## src/rtl/conv_pkg.sv

```systemverilog
// Shared types and sizing helpers for the convolution run sequencer.
package conv_pkg;

  localparam int X_SIZE_DEF = 128;
  localparam int F_SIZE_DEF = 32;

  typedef enum logic [2:0] {
    LOAD_F = 3'd0,
    LOAD_X = 3'd1,
    START  = 3'd2,
    RUN    = 3'd3,
    CLR    = 3'd4
  } sched_state_t;

  function automatic int y_size(input int x, input int f);
    return x - f + 1;
  endfunction

endpackage

```

## src/rtl/conv_out_counter.sv

```systemverilog
// Saturating count of accepted output words, with a sticky mismatch flag
// raised when a run completes with a count other than Y_SIZE.
module conv_out_counter #(
  parameter int Y_SIZE = 97
) (
  input  logic                         clk,
  input  logic                         reset,
  input  logic                         hs,
  input  logic                         done,
  input  logic                         clr,
  output logic [$clog2(Y_SIZE+1)-1:0]  cnt,
  output logic                         err
);

  localparam int CW = $clog2(Y_SIZE + 1);
  localparam logic [CW-1:0] Y_MAX = CW'(Y_SIZE);

  logic [CW-1:0] cnt_r;
  logic [CW-1:0] cnt_inc_s;
  logic          err_r;
  logic          mismatch_s;

  // Next count including a handshake in the current cycle, and the completion check on it.
  always_comb begin
    cnt_inc_s  = cnt_r;
    mismatch_s = 1'b0;
    if (hs && (cnt_r != Y_MAX)) begin
      cnt_inc_s = cnt_r + CW'(1'b1);
    end else begin
      cnt_inc_s = cnt_r;
    end
    if (done) begin
      mismatch_s = (cnt_inc_s != Y_MAX);
    end else begin
      mismatch_s = 1'b0;
    end
  end

  // Count and sticky error registers; only reset clears the error.
  always_ff @(posedge clk) begin
    if (reset) begin
      cnt_r <= {CW{1'b0}};
      err_r <= 1'b0;
    end else begin
      if (clr) begin
        cnt_r <= {CW{1'b0}};
      end else begin
        cnt_r <= cnt_inc_s;
      end
      if (mismatch_s) begin
        err_r <= 1'b1;
      end
    end
  end

  assign cnt = cnt_r;
  assign err = err_r;

endmodule

```

## src/rtl/ctrl_conv_sched.sv

```systemverilog
// Run sequencer: steers the input stream into fmem then xmem, fires conv_start
// once xmem is full, and audits the number of output words per run.
module ctrl_conv_sched
  import conv_pkg::*;
#(
  parameter int X_SIZE   = X_SIZE_DEF,
  parameter int F_SIZE   = F_SIZE_DEF,
  parameter bit RELOAD_F = 1'b1
) (
  input  logic                      clk,
  input  logic                      reset,
  input  logic                      s_valid,
  output logic                      s_ready,
  output logic                      fmem_wr_en,
  output logic [$clog2(F_SIZE)-1:0] fmem_addr,
  output logic                      x_s_valid,
  input  logic                      x_s_ready,
  input  logic                      xmem_full,
  output logic                      conv_start,
  input  logic                      conv_done,
  input  logic                      m_valid,
  input  logic                      m_ready,
  output logic                      busy,
  output logic                      y_count_err
);

  localparam int AW     = $clog2(F_SIZE);
  localparam int Y_SIZE = y_size(X_SIZE, F_SIZE);
  localparam int CW     = $clog2(Y_SIZE + 1);
  localparam logic [AW-1:0] ADDR_LAST = AW'(F_SIZE - 1);

  sched_state_t  state_r;
  sched_state_t  state_next_s;
  logic [AW-1:0] fmem_addr_r;
  logic [AW-1:0] fmem_addr_next_s;
  logic          conv_start_r;
  logic          conv_start_next_s;
  logic          f_loaded_r;
  logic          f_loaded_next_s;
  logic          wr_s;
  logic          in_run_s;
  logic          hs_s;
  logic          done_s;
  logic [CW-1:0] y_cnt_unused_s;

  // Next-state, stream steering and fmem write address.
  always_comb begin
    state_next_s      = state_r;
    fmem_addr_next_s  = fmem_addr_r;
    conv_start_next_s = 1'b0;
    f_loaded_next_s   = f_loaded_r;
    s_ready           = 1'b0;
    x_s_valid         = 1'b0;
    wr_s              = 1'b0;
    case (state_r)
      LOAD_F: begin
        s_ready = 1'b1;
        wr_s    = s_valid;
        if (s_valid) begin
          if (fmem_addr_r == ADDR_LAST) begin
            fmem_addr_next_s = {AW{1'b0}};
            f_loaded_next_s  = 1'b1;
            state_next_s     = LOAD_X;
          end else begin
            fmem_addr_next_s = fmem_addr_r + AW'(1'b1);
          end
        end else begin
          fmem_addr_next_s = fmem_addr_r;
        end
      end
      LOAD_X: begin
        s_ready   = x_s_ready;
        x_s_valid = s_valid;
        if (xmem_full) begin
          conv_start_next_s = 1'b1;
          state_next_s      = START;
        end else begin
          state_next_s = LOAD_X;
        end
      end
      START: begin
        state_next_s = RUN;
      end
      RUN: begin
        s_ready   = x_s_ready;
        x_s_valid = s_valid;
        if (conv_done) begin
          state_next_s = CLR;
        end else begin
          state_next_s = RUN;
        end
      end
      CLR: begin
        // Without a loaded filter (e.g. after reset) the filter is fetched regardless of RELOAD_F.
        if (RELOAD_F || !f_loaded_r) begin
          state_next_s = LOAD_F;
        end else begin
          state_next_s = LOAD_X;
        end
      end
      default: begin
        state_next_s = LOAD_F;
      end
    endcase
  end

  // Sequencer state and registered outputs.
  always_ff @(posedge clk) begin
    if (reset) begin
      state_r      <= LOAD_F;
      fmem_addr_r  <= {AW{1'b0}};
      conv_start_r <= 1'b0;
      f_loaded_r   <= 1'b0;
    end else begin
      state_r      <= state_next_s;
      fmem_addr_r  <= fmem_addr_next_s;
      conv_start_r <= conv_start_next_s;
      f_loaded_r   <= f_loaded_next_s;
    end
  end

  assign in_run_s = (state_r == RUN);
  assign hs_s     = in_run_s && m_valid && m_ready;
  assign done_s   = in_run_s && conv_done;

  conv_out_counter #(
    .Y_SIZE (Y_SIZE)
  ) u_out_counter (
    .clk   (clk),
    .reset (reset),
    .hs    (hs_s),
    .done  (done_s),
    .clr   (done_s),
    .cnt   (y_cnt_unused_s),
    .err   (y_count_err)
  );

  assign fmem_wr_en = wr_s;
  assign fmem_addr  = fmem_addr_r;
  assign conv_start = conv_start_r;
  assign busy       = !((state_r == LOAD_F) && (fmem_addr_r == {AW{1'b0}}));

endmodule

```

## config.mk

```make
export PLATFORM = sky130hd
export DESIGN_NAME = ctrl_conv_sched
export DESIGN_NICKNAME = d
export VERILOG_FILES = /design/src/rtl/conv_pkg.sv /design/src/rtl/conv_out_counter.sv /design/src/rtl/ctrl_conv_sched.sv
export SDC_FILE = /design/constraint.sdc
export NUM_CORES = 1
export LEC_CHECK = 0
export ABC_CLOCK_PERIOD_IN_PS = 2000
export CAP_MARGIN = 20
export CORE_ASPECT_RATIO = 0.7
export CORE_MARGIN = 4
export CORE_UTILIZATION = 49
export CTS_CLUSTER_SIZE = 16
export DETAILED_ROUTE_END_ITERATION = 10
export HOLD_SLACK_MARGIN = 0.12
export MAX_ROUTING_LAYER = met4
export PLACE_DENSITY_LB_ADDON = 0.3
export SKIP_LAST_GASP = 1
export SYNTH_ARGS = -nofsm -noshare
export SYNTH_HDL_FRONTEND = slang
export SYNTH_SLANG_ARGS = --single-unit
export TNS_END_PERCENT = 30
```

## constraint.sdc

```tcl
create_clock -name clk -period 2 [get_ports clk]
set_input_delay 0.4 -clock clk [delete_from_list [all_inputs] [get_ports clk]]
set_output_delay 0.4 -clock clk [all_outputs]
set_load 0.01 [all_outputs]
```

== Word level (Yosys, flattened, before mapping) ==
Index checks and enable logic that the tools add are counted.
Word-level totals
  register bits after elaboration: 17
  bits of input ports: 8
  word-level logic and storage cells: 41
Operators by class
  reduce and logical (&&, ||, !) cells: 13
  add/sub/neg operators: 2
  bitwise operators: 1
  muxes and demuxes: 12
  equality and inequality tests: 8
Operator list (count)
  7-bit != test (second input constant): 2
  3-bit one-hot mux with 4 select lines: 1
  3-bit two-way mux: 3
  7-bit by 1-bit adder with 7-bit output (second input constant): 1
  7-bit two-way mux: 1
  3-bit by 2-bit == test with 1-bit output (second input constant): 2
  2-bit OR reduction: 3
  5-bit by 1-bit adder with 5-bit output (second input constant): 1
  5-bit == test (second input constant): 1
  1-bit logical AND: 5
  5-bit logical NOT: 1
  5-bit two-way mux: 1
  1-bit two-way mux: 4
  2-bit != test (second input constant): 2
  2-bit AND reduction: 2
  3-bit by 1-bit == test with 1-bit output (second input constant): 1
  3-bit logical NOT: 1
  2-bit two-way mux: 1
  1-bit one-hot mux with 2 select lines: 1
  1-bit logical NOT: 1
  1-bit NOT: 1

== Depth between registers and ports, before layout ==
Gate-level depths: netlist of the first run.
  depth after elaboration: 7
  depth in mapped cells: 7
  mapped depth without buffers: 7

== Cells and area by module ==
A second synthesis of the first run with hierarchy kept.
Unflattened totals
  cells, all modules: 103
  area, all modules: 902.1 um^2
By module, submodules not included
  ctrl_conv_sched: area each 464.2 um^2, times used 1, cells each 59
  conv_out_counter: area each 437.9 um^2, times used 1, cells each 44

== Worst setup path after synthesis of the first run ==
No wires, ideal clock.
  path kind: reg2reg
  start: register fmem_addr_r[0] (netlist: fmem_addr[0])
  end: register fmem_addr_r[3] (netlist: fmem_addr[3])
  stages on the path, launching flop included: 6
  required time: 1.930 ns
  arrival: 1.626 ns
  library setup time: 0.070 ns
  setup slack: 0.304 ns
  period minus slack after synthesis: 1.696 ns
  cell sequence: dfxtp_1 -> ha_1 -> and3_1 -> ha_1 -> or4_1 -> a21oi_1
On the way
  longest elaborated chain between the ends: 2
  elaborated cells on any way between the ends: 3
RTL lines
  start: declaration: line ctrl_conv_sched.sv:34  | logic [AW-1:0] fmem_addr_r;
  start signal: assignment: line ctrl_conv_sched.sv:111  | fmem_addr_r <= {AW{1'b0}};
  start signal: assignment: line ctrl_conv_sched.sv:116  | fmem_addr_r <= fmem_addr_next_s;
  5-bit by 1-bit adder with 5-bit output / 5-bit == test (equally long branches): line ctrl_conv_sched.sv:65, ctrl_conv_sched.sv:60
  5-bit two-way mux *: line ctrl_conv_sched.sv:60  | if (fmem_addr_r == ADDR_LAST) begin
Mark *: on every way between the ends. The rest lies on a longest branch, timed or not.
A chain may end at the register's enable or synchronous reset.

== Final worst setup path of the first run ==
  start: input port s_valid
  end: output port fmem_wr_en
On the way
  longest elaborated chain between the ends: 1
RTL lines
  start: declaration: line ctrl_conv_sched.sv:12  | input logic s_valid,
  1-bit two-way mux: line ctrl_conv_sched.sv:55  | case (state_r)
  end: declaration: line ctrl_conv_sched.sv:14  | output logic fmem_wr_en,
No other way between the ends.

==> metrics.md, run 1 <==
| Metric | Value |
|---|---|
| Outcome | completed |
| Critical path required time | 1.60 ns |
| Iteration-0 DRC Markers | 39 |
| DR vias | 883 |
| Critical path type | in2out |
| Fin nets | 151 |
| Bufs on Longest Clock Path | 2 |
| Layout cells sized above 1 | 0.175 |
| Routed wire length | 2060 µm |
| Core area | 1850 µm² |
| WP data arrival | 1.57 ns |
| CP startpoint kind | input pin |
| Total global routing overflow | 0 |
| FF-to-FF path depth | 6 |
| Synth area leader | dfxtp_1 |
| Hold endpoint | fmem_addr[4] |
| CP max FO | 3 |
| Hold wc startpoint | fmem_addr[4] |
| Ys flop type | dfxtp_1 |
| Final Hold Vio Count | 0 |
| Row cnt | 13 |
| VDD IR max | 381 µV |
| First-pass GRT wire length | 3420 µm |
| TritonCTS clock tree | done |
| RR Endpoint | u_out_counter.err |
| Tot GR Track Use | 0.173 |
| Top cell by count, worst path | clkdlybuf4s50_1 |
| Clk pin slew, worst setup/hold paths | 0.09 ns |
| Number of synthesized flops with an enable pin | 0 |
| Vias per Instance | 5.55 |
| Leak Pwr | 0.484 nW |
| Hold Slack | 0.511 ns |
| R2r setup slk | 0.18 ns |
| FFs w/ async S/R, synth | 0 |
| Post-Layout Cell Count | 159 |
| # diodes | 0 |
| Final Slew Violations | 0 |
| Area Overhead vs Synth | 29.5% |
| I/O pins | 19 |
| Horiz. Die Dim | 60.7 µm |
| Pre-Repair DR Iteration Count | 4 |
| Placed cell area | 1190 µm² |
| H-tree Lvls | 1 |
| Hold Path Depth | 2 |
| Detailed Place HPWL | 1570 µm |
| CP peak stage delay | 0.53 ns |
| PnR Total Power | 0.589 mW |
| Worst r2r src | u_out_counter.cnt[0] |
| Clk sinks | 17 |
| RSZ-0062 raised after global routing | yes |
| Syn avg cell area | 8.51 µm² |
| Cell Pwr Density | 477 nW/µm² |
| Normalized max-slew margin | 0.776 |
| FILL cells | 169 |
| Min Tclk post-route | 1.97 ns |
| CP bufs+invs | 3 |
| Synthesized area | 953 µm² |
| Crit. End Element | primary output |
| Synth Warn # | 0 |
| Final Setup Violations | 0 |
| HP Class | reg2reg |
| Synthesized net count | 125 |
| Pin count of the biggest net entering global routing | 10 |
| Initial cell density of the core | 0.514 |
| Antenna violations before repair | 0 |
| CTS hold repair buffers | 0 |
| Crit path max-delay cell type | clkdlybuf4s50_1 |
| Cell variety after synth | 38 |
| Synth top area share | 0.357 |
| Final Skew | 0.00811 ns |
| Achievable clock frequency | 0.507 GHz |
| Synth Register Bits | 17 |
| Clk Latency, worst-skew pair | 0.29 ns |
| Design Area, Final | 1230 µm² |
| Vias in the first global route | 762 |
| Max Cap Viol | 0 |
| Sequential area share after synthesis | 0.357 |
| DP Cell Count | 154 |
| Die Area | 2730 µm² |
| CP Cell Sequence | clkdlybuf4s50_1 -> nand2_2 -> inv_1 -> clkdlybuf4s50_1 |
| TritonCTS Buffers | 3 |
| Final Cycle Share | 0.985 |
| Worst Max-Slew Pin Slew | 0.335 ns |
| GPL Wtd Cong | 0.816 |
| Synth Instances | 112 |
| WL/cell | 12.9 µm |
| Crit-path leading delay family | buffers and inverters |
| DRC violations left | 0 |
| # port buffers | 18 |
| DIE HEIGHT | 44.9 µm |
| Ranking of synthesized cells by area | dfxtp_1 36%, ha_1 6.6%, nor2_1 6.3% |
| CTS root buf | clkbuf_4 |
| Final ANT Viol Nets | 0 |
==> cells in the mapped netlist, types with 2 or more instances <==
| cell type | number |
|---|---|
| dfxtp_1 | 17 |
| nor3_1 | 4 |
| a21oi_1 | 8 |
| inv_1 | 5 |
| xnor2_1 | 4 |
| nand2_1 | 9 |
| ha_1 | 5 |
| nand3_1 | 4 |
| a31oi_1 | 2 |
| o21ai_0 | 2 |
| and2_1 | 2 |
| o21bai_1 | 2 |
| xor2_1 | 3 |
| a211oi_1 | 2 |
| nor2_1 | 16 |
| nand3b_1 | 2 |
| nand2_2 | 2 |
| clkbuf_1 | 2 |
| or4b_1 | 2 |
==> power by group <==
part | total, mW | switching [mW] | internal, mW
combinational | 0.0607 | 0.0250 | 0.0357
clock | 0.182 | 0.104 | 0.0776
sequential | 0.347 | 0.00545 | 0.342
==> cell type report <==
cell class                      count  area, µm²  area share
Clock buffer                        4       26.3      0.0213
Multi-Input combinational cell     87        588       0.476
Timing Repair Buffer               24        226       0.183
Tap cell                           22       27.5      0.0223
Sequential cell                    17        348       0.282
Inverter                            5       18.8      0.0152
==> per-stage QoR <==
step | TNS, ns | worst slack (ns) | utilization
global placement | -0.00558 | -0.00558 | 0.640
floorplan | 0 | 0.304 | -
CTS | -0.0844 | -0.0728 | 0.659
finish | 0 | 0.0292 | 0.666
global route | -0.0729 | -0.0555 | 0.666
detailed placement | -0.0124 | -0.0124 | 0.640
==> cell families (layout without fill, tap and decap cells) <==
family,after synthesis,count (layout),synth area share
simple gates,53,53,0.316
buf+inv,8,33,0.0328
fa+ha+maj,5,5,0.0656
flops,17,17,0.357
compound gates,20,20,0.142
xor+xnor,7,7,0.0643
mux,2,2,0.0223
==> registers in the layout (all words and copies together) (netlist names) <==
register	count
fmem_addr	5
conv_start	1
state_r	3
u_out_counter.err	1
u_out_counter.cnt	7
==> tightest hold or removal path, stage by stage, from the launching register on <==
cell	delay (ns)
dfxtp_1	0.35
nand2_1	0.07
a21oi_1	0.05
==> layout by cell type, fill, tap and decap left out, types with 2 or more instances in the layout <==
cell type | synthesis | final
a211oi_1 | 2 | 2
a21oi_1 | 8 | 8
a31oi_1 | 2 | 2
and2_1 | 2 | 2
buf_4 | 0 | 6
clkbuf_4 | 0 | 3
clkdlybuf4s50_1 | 0 | 16
dfxtp_1 | 17 | 13
dfxtp_2 | 0 | 3
ha_1 | 5 | 5
inv_1 | 5 | 5
nand2_1 | 9 | 9
nand2_2 | 2 | 2
nand3_1 | 4 | 4
nand3b_1 | 2 | 2
nor2_1 | 16 | 16
nor3_1 | 4 | 4
o21ai_0 | 2 | 2
o21bai_1 | 2 | 2
or4b_1 | 2 | 2
xnor2_1 | 4 | 4
xor2_1 | 3 | 3
==> worst max path at each step <==
stage	start	endpoint	depth (start not counted)
CTS	state_r[0]	fmem_wr_en	4
floorplan	fmem_addr[0]	fmem_addr[3]	5
global route	state_r[2]	fmem_wr_en	4
global placement	s_valid	x_s_valid	3
detailed placement	s_valid	x_s_valid	3
finish	s_valid	fmem_wr_en	4
==> metal layers <==
layer,track usage,vias up,part of all wire
met5,-,-,0
met4,0.0519,0,0.0078
met3,0.0600,4,0.069
met2,0.235,25,0.43
met1,0.242,410,0.49
li1,-,444,-
==> repair_timing <==
| item | CTS | global route |
|---|---|---|
| buffers inserted | 0 | 1 |
| pin swaps | 0 | 1 |
| setup endpoints to repair | 3 | 3 |
| gates resized for setup | 5 | 3 |
Note: power is estimated with default switching activity, not from simulation.
==> run 2, diff against run 1 <==
--- a/config.mk
+++ b/config.mk
@@ -7,14 +7,13 @@
 export LEC_CHECK = 0
 export ABC_CLOCK_PERIOD_IN_PS = 2000
 export CAP_MARGIN = 20
-export CORE_ASPECT_RATIO = 0.7
 export CORE_MARGIN = 4
 export CORE_UTILIZATION = 49
 export CTS_CLUSTER_SIZE = 16
 export DETAILED_ROUTE_END_ITERATION = 10
 export HOLD_SLACK_MARGIN = 0.12
 export MAX_ROUTING_LAYER = met4
-export PLACE_DENSITY_LB_ADDON = 0.3
+export PLACE_DENSITY = 0.76
 export SKIP_LAST_GASP = 1
 export SYNTH_ARGS = -nofsm -noshare
 export SYNTH_HDL_FRONTEND = slang
==> metrics.md, run 2 (synthesized netlist as in run 1, its figures left out) <==
| Metric | Value |
|---|---|
| Outcome | completed |
| DIE HEIGHT | 52.1 µm (+16%) |
| Final Hold Vio Count | 0 (unchanged) |
| WL/cell | 12.2 µm (-6.1%) |
| Commonest non-fill, non-tap cells in the layout | 16 x nor2_1, 16 x clkdlybuf4s50_1, 12 x dfxtp_1 |
| Core area | 1780 µm² (-3.8%) |
| # port buffers | 18 (unchanged) |
| Crit path max-delay cell type | clkdlybuf4s50_1 |
| Leak Pwr | 0.472 nW (-2.4%) |
| WP data arrival | 1.60 ns (+0.03 ns) |
| DRC violations left | 0 (unchanged) |
| HP Class | reg2reg |
| Cell Pwr Density | 481 nW/µm² (+0.85%) |
| Crit-path leading delay family | buffers and inverters |
| Achievable clock frequency | 0.500 GHz (-1.4%) |
| Die Area | 2720 µm² (-0.41%) |
| Worst Max-Slew Pin Slew | 0.236 ns (-0.0992 ns) |
| Final Skew | 0.00645 ns (-0.00165 ns) |
| Hold Slack | 0.498 ns (-0.0130 ns) |
| H-tree Lvls | 1 (unchanged) |
| Final ANT Viol Nets | 0 (unchanged) |
| Crit. End Element | primary output |
| Antenna violations before repair | 0 (unchanged) |
| Top cell by count, worst path | clkdlybuf4s50_1 |
| TritonCTS Buffers | 3 (unchanged) |
| Area Overhead vs Synth | 29.7% |
| Total global routing overflow | 0 (unchanged) |
| Routed wire length | 1960 µm (-4.9%) |
| Detailed Place HPWL | 1520 µm (-3.1%) |
| CP startpoint kind | input pin |
| Final core utilization | 0.693 (+0.0273) |
| Layout cells sized above 1 | 0.184 (+0.00864) |
| Crit. path cell count | 3 (-1) |
| Max reg flops | 7 (unchanged) |
| Clk sinks | 17 (unchanged) |
| Initial cell density of the core | 0.535 (+0.0206) |
| # diodes | 0 (unchanged) |
| CP Cell Sequence | clkdlybuf4s50_1 -> and3b_1 -> clkdlybuf4s50_1 |
| Normalized max-slew margin | 0.842 (+0.0655) |
| First-pass GRT wire length | 3490 µm (+2.0%) |
| DR vias | 825 (-6.6%) |
| FF-to-FF path depth | 5 (-1) |
| Row cnt | 15 (+2) |
| RSZ-0062 raised after global routing | yes |
| Max Cap Viol | 0 (unchanged) |
| Horiz. Die Dim | 52.1 µm (-14%) |
| Hold Path Depth | 1 (-1) |
| CP peak stage delay | 0.53 ns (about the same) |
| Vias per Instance | 5.12 (-7.7%) |
| Min Tclk post-route | 2.00 ns (+0.0285 ns) |
| Critical path required time | 1.60 ns (about the same) |
| CP max FO | 3 (unchanged) |
| FILL cells | 145 (-14%) |
| Final Cycle Share | 1.00 (+0.0143) |
| Fin nets | 150 (-0.66%) |
| Pin count of the biggest net entering global routing | 11 (+1) |
| Clk Latency, worst-skew pair | 0.30 ns (about the same) |
| Final Slew Violations | 0 (unchanged) |
| Area of the multi-input gates | 588 µm² (unchanged) |
| VDD IR max | 391 µV (+2.7%) |
| Final Setup Violations | 0 (unchanged) |
| I/O pins | 19 (unchanged) |
| TritonCTS clock tree | done |
| Tot GR Track Use | 0.177 (+0.00337) |
| Vias in the first global route | 788 (+3.4%) |
| Iteration-0 DRC Markers | 4 (-90%) |
| CTS root buf | clkbuf_4 |
| CP bufs+invs | 2 (-1) |
| Clk pin slew, worst setup/hold paths | 0.10 ns (about the same) |
| Pre-Repair DR Iteration Count | 3 (-1) |
| Register area | 352 µm² (+1.1%) |
| Bufs on Longest Clock Path | 2 (unchanged) |
| Critical path type | in2out |
| GPL Wtd Cong | 0.858 (+5.2%) |
run 2: cell count changes in the layout (fill, tap and decap cells not counted), sizes merged:
cell,change
clkinv,+1
buf,-1
clkbuf,-1
run 2: stage by stage:
| stage | setup TNS [ns] | total power, mW | cell area [µm²] | std cells | setup slack (ns) |
|---|---|---|---|---|---|
| floorplan | 0 | 0.378 | 953 | 112 | 0.304 |
| global placement | 0 | 0.415 | 1180 | 156 | 0.00399 |
| detailed placement | 0 | 0.417 | 1180 | 156 | 0.00466 |
| CTS | -0.107 | 0.604 | 1220 | 160 | -0.0835 |
| global route | -0.0730 | 0.620 | 1240 | 161 | -0.0400 |
| finish | 0 | 0.595 | 1240 | 161 | 0.000677 |
run 2: timing repair:
action	in CTS	in global routing
resized for setup	5	5
setup buffers	0	1
hold buffers	0	0
setup endpoints to repair	4	3
gates cloned	0	0
pin swaps	0	1
run 2: final timing paths:
kind / from / slack, ns / end
min reg2reg: state_r[2] / 0.50 / state_r[2]
max: s_valid / 0.0007 / x_s_valid
max reg2reg: fmem_addr[0] / 0.23 / fmem_addr[3]
min: state_r[2] / 0.50 / state_r[2]
run 2: metal layers:
layer	vias up	global-route usage	routed length, µm
met3	4	0.0487	86
met1	365	0.206	924
li1	443	-	-
met4	0	0.0524	28
met2	13	0.295	917
met5	-	-	0
run 2: layout make-up:
cell class,instances,area share
clock buffer,3,0.0182
clock inverter,1,0.00405
inverter,5,0.0152
multi-input combinational,87,0.476
sequential,17,0.284
tap,25,0.0253
timing repair buffer,23,0.177
run 2: where the power goes:
part / switching (mW) / internal [mW]
clock: 0.114 / 0.0747
combinational: 0.0253 / 0.0356
sequential: 0.00531 / 0.340
